--- config.mk ---
export PLATFORM = sky130hd
export DESIGN_NAME = uart_tx_stream_flat
export DESIGN_NICKNAME = d
export VERILOG_FILES = /design/src/rtl/uart_tx_stream_pkg.sv /design/src/rtl/uart_tx_stream_if.sv /design/src/rtl/uart_tx_fifo.sv /design/src/rtl/uart_tx_stream.sv /design/src/flat_wrapper.sv
export SDC_FILE = /design/constraint.sdc
export NUM_CORES = 2
export LEC_CHECK = 0
export ABC_CLOCK_PERIOD_IN_PS = 7300
export CAP_MARGIN = 15
export CORE_MARGIN = 2
export CORE_UTILIZATION = 60
export CTS_BUF_LIST = sky130_fd_sc_hd__clkbuf_8
export CTS_CLUSTER_SIZE = 30
export DETAILED_ROUTE_END_ITERATION = 10
export GPL_ROUTABILITY_DRIVEN = 0
export PLACE_DENSITY = 0.76
export REMOVE_ABC_BUFFERS = 1
export SLEW_MARGIN = 20
export SYNTH_ARGS = -nofsm -noshare
export SYNTH_HDL_FRONTEND = slang
export SYNTH_HIERARCHICAL = 1
export SYNTH_SLANG_ARGS = --single-unit
--- constraint.sdc ---
create_clock -name CLK -period 7.3 [get_ports CLK]
set_clock_uncertainty 0.05 [all_clocks]
set_input_delay 1.825 -clock CLK [delete_from_list [all_inputs] [get_ports CLK]]
set_output_delay 1.825 -clock CLK [all_outputs]
set_load 0.005 [all_outputs]
--- src/rtl/uart_tx_stream_pkg.sv ---
// Shared UART definitions: default bit timing and transmit FSM state encoding.
// The receive path imports the same package so both sides agree on encoding and baud defaults.
package uart_tx_stream_pkg;

  localparam int unsigned UartClksPerBitDefault = 434;  // 115200 baud at 50 MHz
  localparam int unsigned UartFifoAwDefault     = 8;
  localparam int unsigned UartDataW             = 8;

  typedef enum logic [1:0] {
    StIdle  = 2'd0,
    StStart = 2'd1,
    StData  = 2'd2,
    StStop  = 2'd3
  } uart_state_e;

endpackage

--- src/rtl/uart_tx_stream_if.sv ---
// Byte-write port and transmitter status bundle for uart_tx_stream.
// The master side writes bytes and observes status; the slave side is the transmitter.
interface uart_tx_stream_if #(
  parameter int unsigned FIFO_AW = uart_tx_stream_pkg::UartFifoAwDefault
);

  logic               wr_en;
  logic [7:0]         wr_data;
  logic               fifo_full;
  logic               fifo_empty;
  logic [FIFO_AW:0]   fifo_count;
  logic               overflow;
  logic               uart_tx;
  logic               tx_busy;
  logic               tx_done;

  modport master (
    output wr_en,
    output wr_data,
    input  fifo_full,
    input  fifo_empty,
    input  fifo_count,
    input  overflow,
    input  uart_tx,
    input  tx_busy,
    input  tx_done
  );

  modport slave (
    input  wr_en,
    input  wr_data,
    output fifo_full,
    output fifo_empty,
    output fifo_count,
    output overflow,
    output uart_tx,
    output tx_busy,
    output tx_done
  );

endinterface

--- src/rtl/uart_tx_fifo.sv ---
// Synchronous FIFO with registered count/full/empty and a one-cycle overflow pulse.
// A write while full is still accepted when a pop frees a slot in the same cycle.
module uart_tx_fifo #(
  parameter int unsigned DataW = 8,
  parameter int unsigned AW    = 8
) (
  input  logic             clk_i,
  input  logic             rst_ni,
  input  logic             wr_en_i,
  input  logic [DataW-1:0] wr_data_i,
  input  logic             rd_en_i,
  output logic [DataW-1:0] rd_data_o,
  output logic             full_o,
  output logic             empty_o,
  output logic [AW:0]      count_o,
  output logic             overflow_o
);

  localparam int unsigned Depth = 1 << AW;
  localparam logic [AW:0] CountFull = (AW+1)'(Depth);

  logic [DataW-1:0] mem_q [Depth];
  logic [AW-1:0]    wr_ptr_q, wr_ptr_d;
  logic [AW-1:0]    rd_ptr_q, rd_ptr_d;
  logic [AW:0]      count_q, count_d;
  logic             full_q, full_d;
  logic             empty_q, empty_d;
  logic             overflow_q, overflow_d;
  logic             push, pop;

  always_comb begin
    pop        = rd_en_i & ~empty_q;
    push       = wr_en_i & (~full_q | pop);
    wr_ptr_d   = wr_ptr_q + AW'(push);
    rd_ptr_d   = rd_ptr_q + AW'(pop);
    count_d    = count_q;
    if (push && !pop) begin
      count_d = count_q + (AW+1)'(1);
    end else if (pop && !push) begin
      count_d = count_q - (AW+1)'(1);
    end
    full_d     = (count_d == CountFull);
    empty_d    = (count_d == '0);
    overflow_d = wr_en_i & full_q & ~pop;
  end

  always_ff @(posedge clk_i or negedge rst_ni) begin
    if (!rst_ni) begin
      wr_ptr_q   <= '0;
      rd_ptr_q   <= '0;
      count_q    <= '0;
      full_q     <= 1'b0;
      empty_q    <= 1'b1;
      overflow_q <= 1'b0;
    end else begin
      wr_ptr_q   <= wr_ptr_d;
      rd_ptr_q   <= rd_ptr_d;
      count_q    <= count_d;
      full_q     <= full_d;
      empty_q    <= empty_d;
      overflow_q <= overflow_d;
    end
  end

  // Storage is deliberately not reset.
  always_ff @(posedge clk_i) begin
    if (push) begin
      mem_q[wr_ptr_q] <= wr_data_i;
    end
  end

  assign rd_data_o  = mem_q[rd_ptr_q];
  assign full_o     = full_q;
  assign empty_o    = empty_q;
  assign count_o    = count_q;
  assign overflow_o = overflow_q;

endmodule

--- src/rtl/uart_tx_stream.sv ---
// FIFO-buffered 8N1 UART transmitter: bytes written through the bus are sent LSB first,
// back-to-back frames with no idle gap while the FIFO has data.
module uart_tx_stream
  import uart_tx_stream_pkg::*;
#(
  parameter int unsigned CLKS_PER_BIT = UartClksPerBitDefault,
  parameter int unsigned FIFO_AW      = UartFifoAwDefault
) (
  input logic               CLK,
  input logic               RST_N,
  uart_tx_stream_if.slave   bus
);

  localparam int unsigned        BaudW    = $clog2(CLKS_PER_BIT);
  localparam logic [BaudW-1:0]   BaudLast = BaudW'(CLKS_PER_BIT - 1);

  uart_state_e          state_q, state_d;
  logic [BaudW-1:0]     baud_q, baud_d;
  logic [2:0]           bit_idx_q, bit_idx_d;
  logic [7:0]           shift_q, shift_d;
  logic                 tx_q, tx_d;
  logic                 pop;
  logic                 baud_end;
  logic                 fifo_empty;
  logic [7:0]           fifo_rd_data;

  uart_tx_fifo #(
    .DataW (UartDataW),
    .AW    (FIFO_AW)
  ) u_fifo (
    .clk_i      (CLK),
    .rst_ni     (RST_N),
    .wr_en_i    (bus.wr_en),
    .wr_data_i  (bus.wr_data),
    .rd_en_i    (pop),
    .rd_data_o  (fifo_rd_data),
    .full_o     (bus.fifo_full),
    .empty_o    (fifo_empty),
    .count_o    (bus.fifo_count),
    .overflow_o (bus.overflow)
  );

  assign baud_end = (baud_q == BaudLast);

  // tx_d is computed for the state being entered so the line is a clean flop output.
  always_comb begin
    state_d   = state_q;
    baud_d    = baud_q + BaudW'(1);
    bit_idx_d = bit_idx_q;
    shift_d   = shift_q;
    tx_d      = tx_q;
    pop       = 1'b0;
    unique case (state_q)
      StIdle: begin
        baud_d = '0;
        tx_d   = 1'b1;
        if (!fifo_empty) begin
          pop     = 1'b1;
          shift_d = fifo_rd_data;
          state_d = StStart;
          tx_d    = 1'b0;
        end
      end
      StStart: begin
        if (baud_end) begin
          baud_d    = '0;
          bit_idx_d = '0;
          state_d   = StData;
          tx_d      = shift_q[0];
        end
      end
      StData: begin
        if (baud_end) begin
          baud_d = '0;
          if (bit_idx_q == 3'd7) begin
            state_d = StStop;
            tx_d    = 1'b1;
          end else begin
            bit_idx_d = bit_idx_q + 3'd1;
            shift_d   = {1'b0, shift_q[7:1]};
            tx_d      = shift_q[1];
          end
        end
      end
      StStop: begin
        if (baud_end) begin
          baud_d = '0;
          if (!fifo_empty) begin
            pop     = 1'b1;
            shift_d = fifo_rd_data;
            state_d = StStart;
            tx_d    = 1'b0;
          end else begin
            state_d = StIdle;
            tx_d    = 1'b1;
          end
        end
      end
      default: begin
        baud_d  = '0;
        state_d = StIdle;
        tx_d    = 1'b1;
      end
    endcase
  end

  always_ff @(posedge CLK or negedge RST_N) begin
    if (!RST_N) begin
      state_q   <= StIdle;
      baud_q    <= '0;
      bit_idx_q <= '0;
      shift_q   <= '0;
      tx_q      <= 1'b1;
    end else begin
      state_q   <= state_d;
      baud_q    <= baud_d;
      bit_idx_q <= bit_idx_d;
      shift_q   <= shift_d;
      tx_q      <= tx_d;
    end
  end

  assign bus.fifo_empty = fifo_empty;
  assign bus.uart_tx    = tx_q;
  assign bus.tx_busy    = (state_q != StIdle);
  assign bus.tx_done    = (state_q == StStop) && baud_end;

endmodule

--- src/flat_wrapper.sv ---
// flat-port wrapper written by rule: the top's interface ports become plain ports
module uart_tx_stream_flat import uart_tx_stream_pkg::*;
#(
  parameter int unsigned CLKS_PER_BIT = UartClksPerBitDefault,
  parameter int unsigned FIFO_AW      = UartFifoAwDefault
)
  (CLK, RST_N, bus_wr_en, bus_wr_data, bus_fifo_full, bus_fifo_empty, bus_fifo_count, bus_overflow, bus_uart_tx, bus_tx_busy, bus_tx_done);
  uart_tx_stream_if #(.FIFO_AW(FIFO_AW)) bus_i ();
  input logic CLK;
  input logic RST_N;
  input wire logic [$bits(bus_i.wr_en)-1:0] bus_wr_en;
  input wire logic [$bits(bus_i.wr_data)-1:0] bus_wr_data;
  output wire logic [$bits(bus_i.fifo_full)-1:0] bus_fifo_full;
  output wire logic [$bits(bus_i.fifo_empty)-1:0] bus_fifo_empty;
  output wire logic [$bits(bus_i.fifo_count)-1:0] bus_fifo_count;
  output wire logic [$bits(bus_i.overflow)-1:0] bus_overflow;
  output wire logic [$bits(bus_i.uart_tx)-1:0] bus_uart_tx;
  output wire logic [$bits(bus_i.tx_busy)-1:0] bus_tx_busy;
  output wire logic [$bits(bus_i.tx_done)-1:0] bus_tx_done;
  assign bus_i.wr_en = bus_wr_en;
  assign bus_i.wr_data = bus_wr_data;
  assign bus_fifo_full = bus_i.fifo_full;
  assign bus_fifo_empty = bus_i.fifo_empty;
  assign bus_fifo_count = bus_i.fifo_count;
  assign bus_overflow = bus_i.overflow;
  assign bus_uart_tx = bus_i.uart_tx;
  assign bus_tx_busy = bus_i.tx_busy;
  assign bus_tx_done = bus_i.tx_done;
  uart_tx_stream #(.CLKS_PER_BIT(CLKS_PER_BIT), .FIFO_AW(FIFO_AW)) u_core (.CLK(CLK), .RST_N(RST_N), .bus(bus_i));
endmodule
## Yosys cells after proc, flatten, opt, wreduce, memory -nomap -nowiden

Memories as Yosys holds them, arrays and structs flattened.
Index checks and enable logic that the tools add are counted.

- $add $sub $neg: 6
- Eq/ne operators: 12
- Muxes and demuxes: 31
- Bitwise operators: 8
- Reductions and logical operators: 15

Operator list:

| cell | count |
|---|---|
| $mux W8 | 4 |
| $mux W9 | 3 |
| $pmux W8 S3 | 1 |
| $add A9 B1 Y9 const B | 2 |
| $eq A9 B9 Y1 const B | 2 |
| $pmux W9 S2 | 1 |
| $add A8 B1 Y8 | 2 |
| $mux W1 | 10 |
| $mux W2 | 5 |
| $logic_not A9 Y1 | 1 |
| $mux W3 | 3 |
| $sub A9 B1 Y9 const B | 1 |
| $ne A2 B1 Y1 const B | 4 |
| $pmux W2 S4 | 1 |
| $reduce_and A4 Y1 | 2 |
| $pmux W3 S2 | 1 |
| $reduce_and A5 Y1 | 1 |
| $and A1 B1 Y1 | 4 |
| $eq A2 B2 Y1 const B | 2 |
| $ne A2 B2 Y1 const B | 2 |
| $pmux W1 S4 | 1 |
| $reduce_bool A2 Y1 | 2 |
| $add A3 B1 Y3 const B | 1 |
| $eq A3 B3 Y1 const B | 1 |
| other kinds (10) | 15 |

- Register bits after elaboration: 51
- Memory bits (writable): 2048
- Output and inout bits: 15
- Memories: 1

Memory list:

| memory | depth | width | rd ports | clocked after memory_dff | wr ports | RTL line | source |
|---|---|---|---|---|---|---|---|
| u_core.u_fifo.mem_q | 256 | 8 | 1 | 0 | 1 | uart_tx_fifo.sv:22 | `logic [DataW-1:0] mem_q [Depth];` |

## Longest topological paths before layout

- Depth after elaboration: 11
- Gate-level depth with buffers: 13
- Depth with buffers taken out: 13

## By module

Netlist, hierarchy kept.

Modules (own cells, without submodules):

| module | times used | cells each | area an instance (sq um) | sequential area each (sq um) |
|---|---|---|---|---|
| uart_tx_fifo | 1 | 3854 | 80523.5 | 62200.9 |
| uart_tx_stream | 1 | 114 | 1330.0 | 576.8 |

## Least setup slack after synthesis

OpenSTA, ideal clock, no wires.

- Path type: in2reg
- Start point: input bus_wr_en
- End point: memory u_core.u_fifo.mem_q[100][0], enable pin
- Library setup time: 0.370 ns
- Arrival: 3.400 ns
- Required time: 6.880 ns
- Path slack: 3.480 ns
- Cell stages on the path: 5
- Cells stage by stage: a21boi_1 nor3b_1 nand2_1 clkbuf_1 nor2_1

- Longest elaborated chain between the ends: 3

RTL lines:

| element | RTL line | source |
|---|---|---|
| start, declared | flat_wrapper.sv:11 | `input wire logic [$bits(bus_i.wr_en)-1:0] bus_wr_en;` |
| $and A1 B1 Y1 | uart_tx_fifo.sv:33 | `push = wr_en_i & (~full_q \| pop);` |
| $mux W1 | uart_tx_fifo.sv:67 | `if (push) begin` |
| $mux W1 (not written as such) | uart_tx_fifo.sv:68 | `mem_q[wr_ptr_q] <= wr_data_i;` |
| end, declared | uart_tx_fifo.sv:22 |  |

Every way passes these cells.

## Worst setup path in the final report

- Start point: register u_core.baud_q[1]
- End point: memory u_core.u_fifo.mem_q[180][7], enable pin

- Longest elaborated chain between the ends: 8

RTL lines:

| element | RTL line | source |
|---|---|---|
| start, declared | uart_tx_stream.sv:18 | `logic [BaudW-1:0] baud_q, baud_d;` |
| start signal, assigned | uart_tx_stream.sv:116 | `baud_q <= baud_d;` |
| $eq A9 B9 Y1 | uart_tx_stream.sv:43 | `assign baud_end = (baud_q == BaudLast);` |
| $mux W1 | uart_tx_stream.sv:86 | `if (baud_end) begin` |
| $pmux W1 S2 | uart_tx_stream.sv:53 | `unique case (state_q)` |
| via u_core.pop | uart_tx_stream.sv:22 | `logic pop;` |
| $and A1 B1 Y1 | uart_tx_fifo.sv:32 | `pop = rd_en_i & ~empty_q;` |
| $or A1 B1 Y1 | uart_tx_fifo.sv:33 |  |
| $and A1 B1 Y1 | uart_tx_fifo.sv:33 |  |
| $mux W1 | uart_tx_fifo.sv:67 |  |
| $mux W1 (not written as such) | uart_tx_fifo.sv:68 |  |

The timed path passes the listed nets, and every way through them passes these cells.

==> metrics.csv <==
stage,metric,value,unit
timing,tns,0,ps
global_routing,antenna_found_initial,8,
layout,design_area,0.08952,mm2
setup_path,rr_startpoint,u_core/baud_q[1]$_DFF_PN0_,
place,place_inst,5624,
detailed_routing,wirelength,199100,um
layout,stdcell_count,6175,
clock_tree,clk_pin_slew,60,ps
detailed_routing,vias,41880,
yosys,yosysSeqAreaShare,0.7670,
yosys,synth_edf_count,2048,
layout,final_cell_mix,"edfxtp_1, mux4_2, clkbuf_8",
pwr,fin_total_pwr,30.84,mW
layout,nets,4197,
yosys,ys_warn_count,6,
timing,finalCritPeriodShare,0.6971,
setup_path,reg2reg_slack,2210,ps
global_routing,grt_pass1_wl,289600,um
floorplanning,coreArea,0.1355,mm2
global_routing,track_usage,0.2880,
clock_tree,cts-root-buf,clkbuf_8,
clock_tree,clock_latency,990,ps
timing,slew_headroom,0.2216,
yosys,synthCells,3968,
yosys,syn_area,0.08185,mm2
layout,layout-drive-gt1-share,0.2221,
setup_path,reg2reg_depth,13,
layout,fillers,8564,
place,io_buffers,25,
floorplanning,die_y,373.4,um
clock_tree,htreeDepth,5,
clock_tree,post-cts-setup-buffers,0,
global_routing,grt_pass1_vias,42010,
setup_path,required,7850,ps
setup_path,critPathKind,flip-flop to flip-flop,
clock_tree,ctsResizeCount,0,
clock_tree,cts_tree,built,
detailed_routing,drtIter0Drc,6261,
detailed_routing,drtAntennaViolNets,0,
floorplanning,die-area,0.1394,mm2
pwr,leakagePower,28.28,nW
layout,layout_commonest_cell,edfxtp_1,
outcome,status,"complete, no violations",
layout,area_growth,9.370,%
worst_hold_path,min-delay-start,u_core/shift_q[4]$_DFFE_PN0P_,
pwr,vdd_drop_max,0.0002926,V
place,dp_hpwl,118000,um
clock_tree,cts_hold_buf,0,
yosys,synth.distinct_cells,81,
clock_tree,clock-sinks,2099,
detailed_routing,via_per_inst,6.782,
timing,setup-violations-final,0,
worst_hold_path,holdPathStages,1,
yosys,ys.flop_type,edfxtp_1,
global_routing,grt_max_degree,163,
pwr,powerDensity,344.4,mW/mm2
worst_hold_path,worstHoldPathType,flip-flop to flip-flop,
floorplanning,floorplan.initialDensity,0.6042,
clock_tree,clock_path_buffers,4,
setup_path,crit_fanout,11,
yosys,synthArstFlopShare,0.02430,
detailed_routing,wl_per_cell,32.25,um
timing,finalMaxSlewViolations,0,
setup_path,startpoint_type,flip-flop,
floorplanning,ios,26,
setup_path,r2r_end,u_core/u_fifo/mem_q[180][7]$_DFFE_PP_,
timing,worst_pin_slew,1165,ps
worst_hold_path,hold_end,u_core/shift_q[4]$_DFFE_PN0P_,
setup_path,cp-end-kind,flip-flop,
floorplanning,die-width,373.4,um
detailed_routing,drt_pass1_iterations,5,
timing,rsz0062_at_grt,no,
timing,fmax,196.5,MHz
detailed_routing,route.detailed.drc,0,
floorplanning,rows,135,
global_routing,grt_overflow,0,
run,maxCapViolCount,0,
yosys,synth_area_per_cell,20.63,um2
timing,finalHoldViolations,0,
place,place_area,0.08393,mm2
timing,fin_crit,5089,ps
setup_path,crit_arrival,5640,ps
yosys,yosys_register_bits,2099,
clock_tree,cts_buffers,326,
-- kinds of logic (layout without fill, tap and decap cells) --
kind of cell               after synthesis  count (layout)  synth area share
AOI/OAI and AO/OA                      410             410           0.03533
xor gates and xnor gates                26              26          0.002782
adders and majority gates               15              15          0.002293
buffers and inverters                  250             671           0.01695
DFF                                   2099            2099            0.7670
muxes                                  614             614            0.1448
other                                    0               5                 0
and+or+nand+nor                        554             554           0.03088
-- critical path, cell delays in order (launching register included) --
cell and delay [ps]:
dfrtp_1 410, inv_1 70, ha_1 180, nand4b_4 160
nor2_4 180, and2_2 180, o21a_1 240, nand2b_1 190
a21boi_1 560, buf_4 300, nor3b_1 500, nand2_1 490
buf_4 460, nor2_1 670
-- registers in the layout, indices dropped and copies added, names as in the netlist --
name                      flops
u_core/baud_q                 9
u_core/bit_idx_q              3
u_core/bus.uart_tx            1
u_core/shift_q                8
u_core/state_q                2
u_core/u_fifo/count_o         9
u_core/u_fifo/empty_o         1
u_core/u_fifo/full_o          1
u_core/u_fifo/mem_q        2048
u_core/u_fifo/overflow_o      1
u_core/u_fifo/rd_ptr_q        8
u_core/u_fifo/wr_ptr_q        8
-- report_power, final --
group	switching (mW)	total (mW)	internal [mW]
sequential	0.337	13.8	13.4
combinational	4.97	8.43	3.46
clock	4.24	8.62	4.38
total	9.54	30.8	21.3
-- cell type report --
| cell class | count | area (um2) | share of cell area |
|---|---|---|---|
| inverters | 16 | 61.31 | 0.0006848 |
| clock buffers | 337 | 4638 | 0.05181 |
| repair buffers | 109 | 1119 | 0.01249 |
| multi-input cells | 1619 | 17730 | 0.1981 |
| flip-flops and latches | 2099 | 62790 | 0.7014 |
| clock inverters | 209 | 942.2 | 0.01052 |
| well taps | 1781 | 2228 | 0.02489 |
| diodes | 5 | 12.51 | 0.0001398 |
-- synth_stat cells, types with 4 or more instances --
master / n / area, um2
edfxtp_1: 2048 / 61500
mux4_2: 453 / 10200
nor2_1: 303 / 1137
a22oi_1: 139 / 1044
mux2i_1: 138 / 1381
a21oi_1: 99 / 495.5
clkbuf_1: 92 / 345.3
nand2_1: 88 / 330.3
buf_2: 63 / 315.3
dfrtp_1: 49 / 1226
buf_4: 40 / 300.3
o221ai_1: 39 / 341.6
nor3_1: 24 / 120.1
o21ai_0: 24 / 120.1
nand3_1: 22 / 110.1
nor4_1: 22 / 137.6
o22ai_1: 22 / 137.6
mux2_2: 20 / 225.2
buf_6: 19 / 214.0
xnor2_1: 18 / 157.7
ha_1: 15 / 187.7
nor2b_1: 15 / 93.84
buf_1: 14 / 52.55
inv_1: 14 / 52.55
a221oi_1: 12 / 105.1
and2_1: 12 / 75.07
nand4_1: 12 / 75.07
a22o_1: 11 / 96.34
o32ai_1: 11 / 96.34
a211oi_1: 8 / 60.06
nand2b_1: 8 / 50.05
xor2_1: 8 / 70.07
a31oi_1: 7 / 43.79
or3_1: 7 / 43.79
or2_2: 6 / 37.54
a2111oi_0: 5 / 43.79
and3_1: 5 / 31.28
nor3b_1: 5 / 37.54
or4_1: 5 / 37.54
buf_8: 4 / 60.06
o211ai_1: 4 / 30.03
o311ai_0: 4 / 35.03
-- worst max-delay path by stage --
| stage | from | to | slack (ps) |
|---|---|---|---|
| after CTS | u_core/baud_q[1]$_DFF_PN0_ | u_core/u_fifo/mem_q[180][7]$_DFFE_PP_ | 2320 |
| after global placement | bus_wr_en | u_core/u_fifo/mem_q[205][1]$_DFFE_PP_ | 1660 |
| after detailed placement | bus_wr_en | u_core/u_fifo/mem_q[116][1]$_DFFE_PP_ | 1480 |
| final | u_core/baud_q[1]$_DFF_PN0_ | u_core/u_fifo/mem_q[180][7]$_DFFE_PP_ | 2210 |
| after floorplan | u_core/u_fifo/rd_ptr_q[0]$_DFF_PN0_ | u_core/shift_q[4]$_DFFE_PN0P_ | -14210 |
| after global routing | u_core/baud_q[1]$_DFF_PN0_ | u_core/u_fifo/mem_q[116][4]$_DFFE_PP_ | 2170 |
-- per-layer routing --
metal	global-route usage	routed length, um	share of wire	up-vias
met5	0	131	0.00066	-
met1	0.4104	73570	0.37	21590
li1	-	-	-	16920
met3	0.06407	23680	0.12	412
met2	0.4432	94620	0.48	2956
met4	0.1119	7134	0.036	6
-- through the flow --
stage	hold slack, ps	worst slack, ps	utilization
5_1_grt	471.7	2172	0.6608
6_report	458.8	2211	0.6608
2_1_floorplan	422.5	-14210	-
3_5_place_dp	443.4	1483	0.6196
3_3_place_gp	439.7	1662	0.6195
4_1_cts	459.1	2315	0.6608
No activity file was read; power rests on OpenSTA's default activity.
